==> src/rtl/lcd_pkg.sv <==
// Shared definitions for the HD44780 bus driver: FSM states, command word
// layout, controller timing in ns and the ns-to-cycles conversion.
// Optional build macro: LCD_4BIT_EN (4-bit bus with nibble-split transfers).
package lcd_pkg;

    // Command word layout
    localparam int CMD_W   = 11;
    localparam int DB_LSB  = 0;
    localparam int RW_BIT  = 8;
    localparam int RS_BIT  = 9;
    localparam int NIB_BIT = 10;

    // Controller timing in ns
    localparam longint unsigned T_AS_NS    = 64'd40;
    localparam longint unsigned T_PW_NS    = 64'd230;
    localparam longint unsigned T_H_NS     = 64'd10;
    localparam longint unsigned T_GAP_NS   = 64'd500;
    localparam longint unsigned T_SHORT_NS = 64'd37_000;
    localparam longint unsigned T_LONG_NS  = 64'd1_530_000;
    localparam longint unsigned T_POW_NS   = 64'd15_000_000;

    typedef enum logic [3:0] {
        ST_POWERUP,
        ST_IDLE,
        ST_SETUP,
        ST_PULSE,
        ST_HOLD,
`ifdef LCD_4BIT_EN
        ST_GAP,
        ST_SETUP2,
        ST_PULSE2,
        ST_HOLD2,
`endif
        ST_EXEC
    } state_t;

    // Clock cycles covering at least ns nanoseconds, never fewer than one
    function automatic int unsigned cycles(input longint unsigned ns,
                                           input longint unsigned clk_hz);
        longint unsigned n;
        n = (ns * clk_hz + 64'd999_999_999) / 64'd1_000_000_000;
        if (n == 64'd0) n = 64'd1;
        return n[31:0];
    endfunction

endpackage

==> src/rtl/lcd_delay_counter.sv <==
// Loadable down-counter with zero flag; it stops at zero until reloaded.
module lcd_delay_counter
    import lcd_pkg::*;
#(
    parameter int               WIDTH       = 16,
    parameter logic [WIDTH-1:0] RESET_VALUE = '0
) (
    input  logic             clk,
    input  logic             rst,
    input  logic             load,
    input  logic [WIDTH-1:0] load_value,
    output logic             zero
);

    logic [WIDTH-1:0] count;

    // Load on request, otherwise count down and park at zero
    always_ff @(posedge clk or posedge rst) begin
        if (rst)
            count <= RESET_VALUE;
        else if (load)
            count <= load_value;
        else if (count != '0)
            count <= count - 1'b1;
    end

    assign zero = (count == '0);

endmodule

==> src/rtl/lcd_bus_driver.sv <==
// HD44780 character-LCD bus driver: takes one command word per handshake,
// drives RS/RW/DB and a registered E strobe with setup/pulse/hold timing,
// then blocks for the controller execution time.
// Optional build macro: LCD_4BIT_EN (4-bit bus, high nibble then low nibble).
module lcd_bus_driver
    import lcd_pkg::*;
#(
    parameter int CLOCK = 50_000_000
) (
    input  logic             i_clk,
    input  logic             i_rst,
    input  logic             i_valid,
    input  logic [CMD_W-1:0] i_command,
    output logic             o_ready,
    output logic             o_rs,
    output logic             o_rw,
    output logic [7:0]       o_db,
    output logic             o_e,
    output logic             o_busy
);

    localparam int unsigned TAS    = cycles(T_AS_NS,    64'(CLOCK));
    localparam int unsigned TPW    = cycles(T_PW_NS,    64'(CLOCK));
    localparam int unsigned TH     = cycles(T_H_NS,     64'(CLOCK));
    localparam int unsigned TSHORT = cycles(T_SHORT_NS, 64'(CLOCK));
    localparam int unsigned TLONG  = cycles(T_LONG_NS,  64'(CLOCK));
    localparam int unsigned TPOW   = cycles(T_POW_NS,   64'(CLOCK));
    localparam int          CW     = $clog2(TPOW + 1);

    localparam logic [CW-1:0] TAS_M1    = CW'(TAS - 1);
    localparam logic [CW-1:0] TPW_M1    = CW'(TPW - 1);
    localparam logic [CW-1:0] TH_M1     = CW'(TH - 1);
    localparam logic [CW-1:0] TSHORT_M1 = CW'(TSHORT - 1);
    localparam logic [CW-1:0] TLONG_M1  = CW'(TLONG - 1);
    localparam logic [CW-1:0] TPOW_M1   = CW'(TPOW - 1);
`ifdef LCD_4BIT_EN
    localparam int unsigned   TGAP      = cycles(T_GAP_NS, 64'(CLOCK));
    localparam logic [CW-1:0] TGAP_M1   = CW'(TGAP - 1);
`endif

    state_t           state;
    state_t           state_next;
    logic [CMD_W-1:0] cmd_q;
    logic             is_long;
    logic             load;
    logic [CW-1:0]    load_value;
    logic             zero;
    logic             e_next;

    // Clear (0x01) and return-home (0x02/0x03) need the long execution time
    assign is_long = ~cmd_q[RS_BIT] & ~cmd_q[RW_BIT] &
                     (cmd_q[DB_LSB+2 +: 6] == 6'd0);

`ifndef LCD_4BIT_EN
    logic unused_nib;
    assign unused_nib = cmd_q[NIB_BIT];
`endif

    lcd_delay_counter #(
        .WIDTH       (CW),
        .RESET_VALUE (TPOW_M1)
    ) u_delay (
        .clk        (i_clk),
        .rst        (i_rst),
        .load       (load),
        .load_value (load_value),
        .zero       (zero)
    );

    // State register
    always_ff @(posedge i_clk or posedge i_rst) begin
        if (i_rst)
            state <= ST_POWERUP;
        else
            state <= state_next;
    end

    // Next-state logic: every timed state leaves when the delay hits zero
    always_comb begin
        state_next = state;
        case (state)
            ST_POWERUP: if (zero) state_next = ST_IDLE;
            ST_IDLE:    if (i_valid) state_next = ST_SETUP;
            ST_SETUP:   if (zero) state_next = ST_PULSE;
            ST_PULSE:   if (zero) state_next = ST_HOLD;
`ifdef LCD_4BIT_EN
            ST_HOLD:    if (zero) state_next = cmd_q[NIB_BIT] ? ST_EXEC : ST_GAP;
            ST_GAP:     if (zero) state_next = ST_SETUP2;
            ST_SETUP2:  if (zero) state_next = ST_PULSE2;
            ST_PULSE2:  if (zero) state_next = ST_HOLD2;
            ST_HOLD2:   if (zero) state_next = ST_EXEC;
`else
            ST_HOLD:    if (zero) state_next = ST_EXEC;
`endif
            ST_EXEC:    if (zero) state_next = ST_IDLE;
            default:    state_next = ST_POWERUP;
        endcase
    end

    // Output logic: delay reload on state entry, strobe request, handshake
    always_comb begin
        load       = (state_next != state);
        load_value = '0;
        case (state_next)
            ST_POWERUP: load_value = TPOW_M1;
            ST_SETUP:   load_value = TAS_M1;
            ST_PULSE:   load_value = TPW_M1;
            ST_HOLD:    load_value = TH_M1;
`ifdef LCD_4BIT_EN
            ST_GAP:     load_value = TGAP_M1;
            ST_SETUP2:  load_value = TAS_M1;
            ST_PULSE2:  load_value = TPW_M1;
            ST_HOLD2:   load_value = TH_M1;
`endif
            ST_EXEC:    load_value = is_long ? TLONG_M1 : TSHORT_M1;
            default:    load_value = '0;
        endcase
`ifdef LCD_4BIT_EN
        e_next = (state == ST_PULSE) || (state == ST_PULSE2);
`else
        e_next = (state == ST_PULSE);
`endif
        o_ready = (state == ST_IDLE);
        o_busy  = (state != ST_IDLE);
    end

    // Command latch: only a completed handshake captures the word
    always_ff @(posedge i_clk) begin
        if (state == ST_IDLE && i_valid)
            cmd_q <= i_command;
    end

    // Registered LCD pins; bus changes only while in a setup state
    always_ff @(posedge i_clk or posedge i_rst) begin
        if (i_rst) begin
            o_e  <= 1'b0;
            o_rs <= 1'b0;
            o_rw <= 1'b0;
            o_db <= 8'h00;
        end else begin
            o_e <= e_next;
            if (state == ST_SETUP) begin
                o_rs <= cmd_q[RS_BIT];
                o_rw <= cmd_q[RW_BIT];
`ifdef LCD_4BIT_EN
                o_db <= {cmd_q[DB_LSB+4 +: 4], 4'h0};
`else
                o_db <= cmd_q[DB_LSB +: 8];
`endif
            end
`ifdef LCD_4BIT_EN
            if (state == ST_SETUP2)
                o_db <= {cmd_q[DB_LSB +: 4], 4'h0};
`endif
        end
    end

endmodule

==> config.mk <==
export PLATFORM = sky130hd
export DESIGN_NAME = lcd_bus_driver
export DESIGN_NICKNAME = d
export VERILOG_FILES = /design/src/rtl/lcd_pkg.sv /design/src/rtl/lcd_delay_counter.sv /design/src/rtl/lcd_bus_driver.sv
export SDC_FILE = /design/constraint.sdc
export NUM_CORES = 1
export LEC_CHECK = 0
export BUFFER_PORTS_ARGS = -buffer_cell sky130_fd_sc_hd__buf_4
export CAP_MARGIN = 15
export CORE_UTILIZATION = 60
export CTS_BUF_LIST = sky130_fd_sc_hd__clkbuf_8
export CTS_CLUSTER_SIZE = 10
export DETAILED_ROUTE_END_ITERATION = 8
export GPL_TIMING_DRIVEN = 0
export PLACE_DENSITY = 0.81
export SYNTH_ARGS = -nofsm -noshare
export SYNTH_HDL_FRONTEND = slang
export SYNTH_SLANG_ARGS = --single-unit
==> constraint.sdc <==
create_clock -name i_clk -period 4.5 [get_ports i_clk]
set_clock_uncertainty 0.2 [all_clocks]
set_input_delay 0.675 -clock i_clk [delete_from_list [all_inputs] [get_ports i_clk]]
set_output_delay 0.675 -clock i_clk [all_outputs]
set_load 0.03 [all_outputs]
Word-level counts from Yosys, hierarchy flattened

Index checks and enable logic that the tools add are counted.

Reduce and logical (&&, ||, !) cells: 8
Multiplexer cells: 10
Equality and inequality tests: 10
$add $sub $neg: 1
Bitwise logic cells: 4

Operators by type and width:

| kind                                               | number |
|---|---|
| case mux 20 bit (4 select lines)                   | 1 |
| 2-to-1 mux 20 bit                                  | 2 |
| logical NOT 20 bit                                 | 1 |
| 2-to-1 mux 4 bit                                   | 5 |
| case mux 4 bit (5 select lines)                    | 1 |
| nonzero test 20 bit                                | 1 |
| subtractor 20 x 1 -> 20 bit, second input constant | 1 |
| 2-to-1 mux 17 bit                                  | 1 |
| == test 4 x 2 -> 1 bit, second input constant      | 4 |
| == test 4 x 3 -> 1 bit, second input constant      | 3 |
| logical NOT 4 bit                                  | 2 |
| logical NOT 6 bit                                  | 1 |
| == test 4 x 1 -> 1 bit, second input constant      | 1 |
| != test 4 x 1 -> 1 bit, second input constant      | 1 |
| != test 4 bit                                      | 1 |
| AND 1 bit                                          | 2 |
| inverter 1 bit                                     | 2 |
| nonzero test 2 bit                                 | 1 |
| OR reduction 2 bit                                 | 1 |
| logical AND 1 bit                                  | 1 |

Register bits: 45
Input bits: 14
Logic and storage cells: 40

Logic depth before layout (Yosys ltp)

Depth after elaboration: 6
Gate-level depth with buffers: 9
Gate-level depth less buffers: 9

Modules after synthesis

From an unflattened synthesis, not the netlist that was laid out.

Cell total of the unflattened synthesis: 234
Area, all modules: 2537.4 um2

By module, submodules not included:

| module            | area each (um2) | instances | seq. area each (um2) | cells each |
|---|---|---|---|---|
| lcd_delay_counter | 1353.8          | 1         | 516.7                | 143 |
| lcd_bus_driver    | 1183.6          | 1         | 675.6                | 91 |

Least setup slack after synthesis

OpenSTA, ideal clock, no wires.

Path type: register to register
Start point: register u_delay.count[11]
End point: register u_delay.count[13]
Required time: 4.201 ns
Cell stages (with the launch flop): 7
Slack: 1.512 ns
Period minus slack after synthesis: 2.988 ns
Arrival: 2.689 ns
Cells stage by stage: dfrtp_1 -> or4_4 -> or4b_4 -> or4_4 -> and2_2 -> a221oi_1 -> a211oi_1

Longest elaborated chain between the ends: 6

Ends and longest elaborated chain:

| what                                                 | RTL line                | text |
|---|---|---|
| start: declaration                                   | lcd_delay_counter.sv:15 | `logic [WIDTH-1:0] count;` |
| start signal: assignment                             | lcd_delay_counter.sv:22 | `count <= load_value;` |
| start signal: assignment                             | lcd_delay_counter.sv:24 | `count <= count - 1'b1;` |
| logical NOT 20 bit                                   | lcd_delay_counter.sv:27 | `assign zero = (count == '0);` |
| 2-to-1 mux 4 bit, on equally long branches           | -                       |  |
| case mux 4 bit (5 select lines)                      | lcd_bus_driver.sv:81    | `case (state)` |
| == test 4 x 3 -> 1 bit, or another cell as far along | lcd_bus_driver.sv:104   | `case (state_next)` |
| case mux 20 bit (4 select lines)                     | lcd_bus_driver.sv:104   |  |
| 2-to-1 mux 20 bit                                    | lcd_delay_counter.sv:21 | `else if (load)` |

Parallel ways exist; a longest one is shown, timed or not. The select of a mux whose other input is x is not followed.
A chain may end at the register's enable or synchronous reset.

Worst setup path in the final report

Start point: register u_delay.count[11]
End point: register u_delay.count[8]

Same word-level chain as after synthesis.

==> impl_results.md <==
* Status: complete, but fails checks
* Failing checks: DRC
* Worst-path fanout max at 9
* Endpoints failing setup at 0
* Core footprint at 3661 µm²
* RSZ-0062 raised after global routing: no
* Clk buf depth at 2
* Ranking of synthesized cells by area: dfrtp_1, dfstp_2, edfxtp_1
* Wire length on met3 at 177 µm
* Count of final hold-check violations at 0
* Synth cell count leaders: dfrtp_1, dfstp_2, nor2_1
* Worst-Skew Late Latency at 0.30 ns
* Met2 wire length at 2271 µm
* Share of layout cells above drive strength 1 at 28.75%
* Hold Path Class: register to register
* Synthesized cell area at 2275 µm²
* Fraction of registers with async set/reset at 77.78%
* Netlist cell types at 50
* Number of diodes at 0
* Grt total ovfl at 0
* Post-synthesis mux area share at 4.950%
* Total net switching power at 0.1819 mW
* Vias in the first global route at 1733
* Largest net degree at the start of global routing at 24
* Hold WS at 0.2869 ns
* Post-Syn Nets at 221
* DR vias/cell at 5.851
* CTS tree: built
* Highest Clock Rate at 285.6 MHz
* Worst slew margin at 26.58%
* First-pass GRT wire length at 7838 µm
* CTS Buf Count at 5
* Final net count at 255
* I/O pin count at 27
* Worst Reg-to-Reg Cells at 7
* Final Max Tran Viols at 0
* Critical Path RT at 4.49 ns
* Sw Ratio at 24.12%
* Crit path launch type: register
* Final antenna-violating net count at 0
* Logic pwr share at 10.0%
* DR vias at 1685
* Routed length per placed instance at 15.86 µm
* Root buffer cell: clkbuf_8
* Final critical-path required period at 3.502 ns
* Max-cap viol count at 0
* Height of the die at 63.57 µm
* Clock power share at 31.1%
* DR iter-0 viols at 123
* Final worst-path cycle share at 77.81%
* P_leak at 1.083 nW
* Synth-to-Final Area Change at 15.35%
* DR pass1 iterations at 6
* Cell count after synthesis at 205
* Critical path capture point type: register
* CTS Hold Bufs at 0
* Initial Util at 62.13%
* TNS Setup at 0 ns
* Yosys top cell area share at 24.20%
* Combinational family with the most area after synthesis: simple AND/OR/NAND/NOR gates
* Gpl congestion at 0.8776
* Post-CTS Setup Inserts at 0
* Setup CP Type: register to register
* Row cnt at 22
* Mapped Avg Cell Area at 11.10 µm²
* Maximum VDD drop at 0.2347 mV
* Post-Synth XOR/XNOR Area at 6.931%
* Die width at 63.57 µm
* DP HPWL at 3383 µm
* Sequential share of the synthesized area at 52.42%
* Post-CTS sizing at 0
* Simple-gate portion of the synthesized area at 17.93%
* P per Cell Area at 287.5 nW/µm²
* Cell taking the most area after synthesis: dfrtp_1
* Highest metal used: met4
* Sequential share of power at 58.9%
* Worst EP arrival at 3.49 ns
* Main synth FF type: dfrtp_1
* Compound-Gate Fraction of Synth Area at 13.64%
* Synth Area in Adders at 1.100%
* IO buf count at 25
* Met1 WL at 2036 µm
* Flops & latches, synth at 45
* Max H-tree Level at 2
* Slew @ Worst Pin at 1.091 ns
* Hold path cells at 1
* Die ar. at 4041 µm²
* Global Route Usage Sum at 25.75%
* P_int at 0.5725 mW
* Final wirelength at 4569 µm
* Initial antenna violation count at 0
* Clk sinks at 45
* Top-count cell post-synth: dfrtp_1
* # DRC at 1
* Clk slew on worst S/H paths at 0.08 ns
* EDFF count, synth at 10
* Synth warn at 0
per-layer routing:
metal / vias up / GRT usage [%]
met4: 0 / 12.50
met5: - / 0
met2: 45 / 43.35
met1: 817 / 31.89
li1: 814 / -
met3: 9 / 4.348
area by class of cell:
cell class | count | area (µm²)
timing repair buffer | 27 | 207.7
tap | 48 | 60.06
inverter | 10 | 37.54
fill | 276 | 1037
clock inverter | 3 | 12.51
multi-input combinational | 143 | 1017
clock buffer | 5 | 68.82
sequential | 45 | 1192
buffer | 7 | 27.53
worst paths after layout:
path	to	from	slack (ns)
setup reg to reg	u_delay.count[8]	u_delay.count[11]	1.0
setup / recovery	u_delay.count[8]	u_delay.count[11]	1.0
min in group asynchronous	u_delay.count[10]	i_rst	0.36
max in group asynchronous	u_delay.count[16]	i_rst	3.07
hold / removal	o_db[0]	cmd_q[0]	0.29
hold reg to reg	o_db[0]	cmd_q[0]	0.29
cells in the final DEF (no fill, tap or decap), types with 3 or more instances in the layout:
| cell type | netlist | layout |
|---|---|---|
| nand3_1 | 6 | 6 |
| a21o_1 | 3 | 3 |
| nand2b_1 | 3 | 3 |
| or3_1 | 4 | 4 |
| dfstp_2 | 13 | 13 |
| mux2_2 | 10 | 10 |
| buf_4 | 0 | 25 |
| nor4_1 | 3 | 3 |
| nor3_1 | 8 | 8 |
| xor2_1 | 6 | 6 |
| xnor2_1 | 12 | 12 |
| a211oi_1 | 6 | 6 |
| dfrtp_1 | 22 | 22 |
| a21oi_1 | 6 | 6 |
| o21ai_0 | 8 | 8 |
| nor2_1 | 13 | 13 |
| a221oi_1 | 4 | 4 |
| nand2_1 | 11 | 11 |
| clkbuf_1 | 6 | 6 |
| inv_1 | 10 | 10 |
| edfxtp_1 | 10 | 10 |
| clkbuf_8 | 0 | 5 |
state kept, by name, summed over array words and instances (netlist names):
| register | cells |
|---|---|
| u_delay.count | 20 |
| cmd_q | 10 |
| o_db | 8 |
| state | 4 |
| o_e | 1 |
| o_rs | 1 |
| o_rw | 1 |
metrics by stage:
step | std cells | setup WS [ns] | instance area [µm²] | power [mW] | utilization [%]
floorplan | 205 | 1.512 | 2275 | 0.4965 | -
global placement | 278 | 1.079 | 2522 | 0.5240 | 68.90
global route | 288 | 0.7631 | 2624 | 0.7812 | 71.67
finish | 288 | 0.9984 | 2624 | 0.7544 | 71.67
CTS | 288 | 0.9880 | 2624 | 0.7628 | 71.67
detailed placement | 280 | 1.021 | 2542 | 0.5274 | 69.45
power groups by stage:
stage	Clock, mW	Combinational (mW)	Sequential [mW]
2_1_floorplan	0	0.0332	0.463
3_3_place_gp	0	0.0725	0.451
3_5_place_dp	0	0.0753	0.452
4_1_cts	0.243	0.0757	0.445
5_1_grt	0.253	0.0818	0.446
6_report	0.235	0.0751	0.444
critical path: stages (launching register included):
cell	delay [ns]
dfrtp_1	0.43
or4_4	0.59
nor4b_1	0.80
a2bb2oi_1	0.22
o21ba_2	0.24
buf_2	0.17
o21ai_0	0.62
a211oi_1	0.13
cells by family after synthesis:
family,count (synthesis)
flip-flops,45
AO/OA/AOI/OAI,42
multiplexers,10
XOR/XNOR,18
AND/OR/NAND/NOR,70
buffers and inverters,17
other,1
adder cells (fa/ha/maj),2
Note: power is estimated with default switching activity, not from simulation.
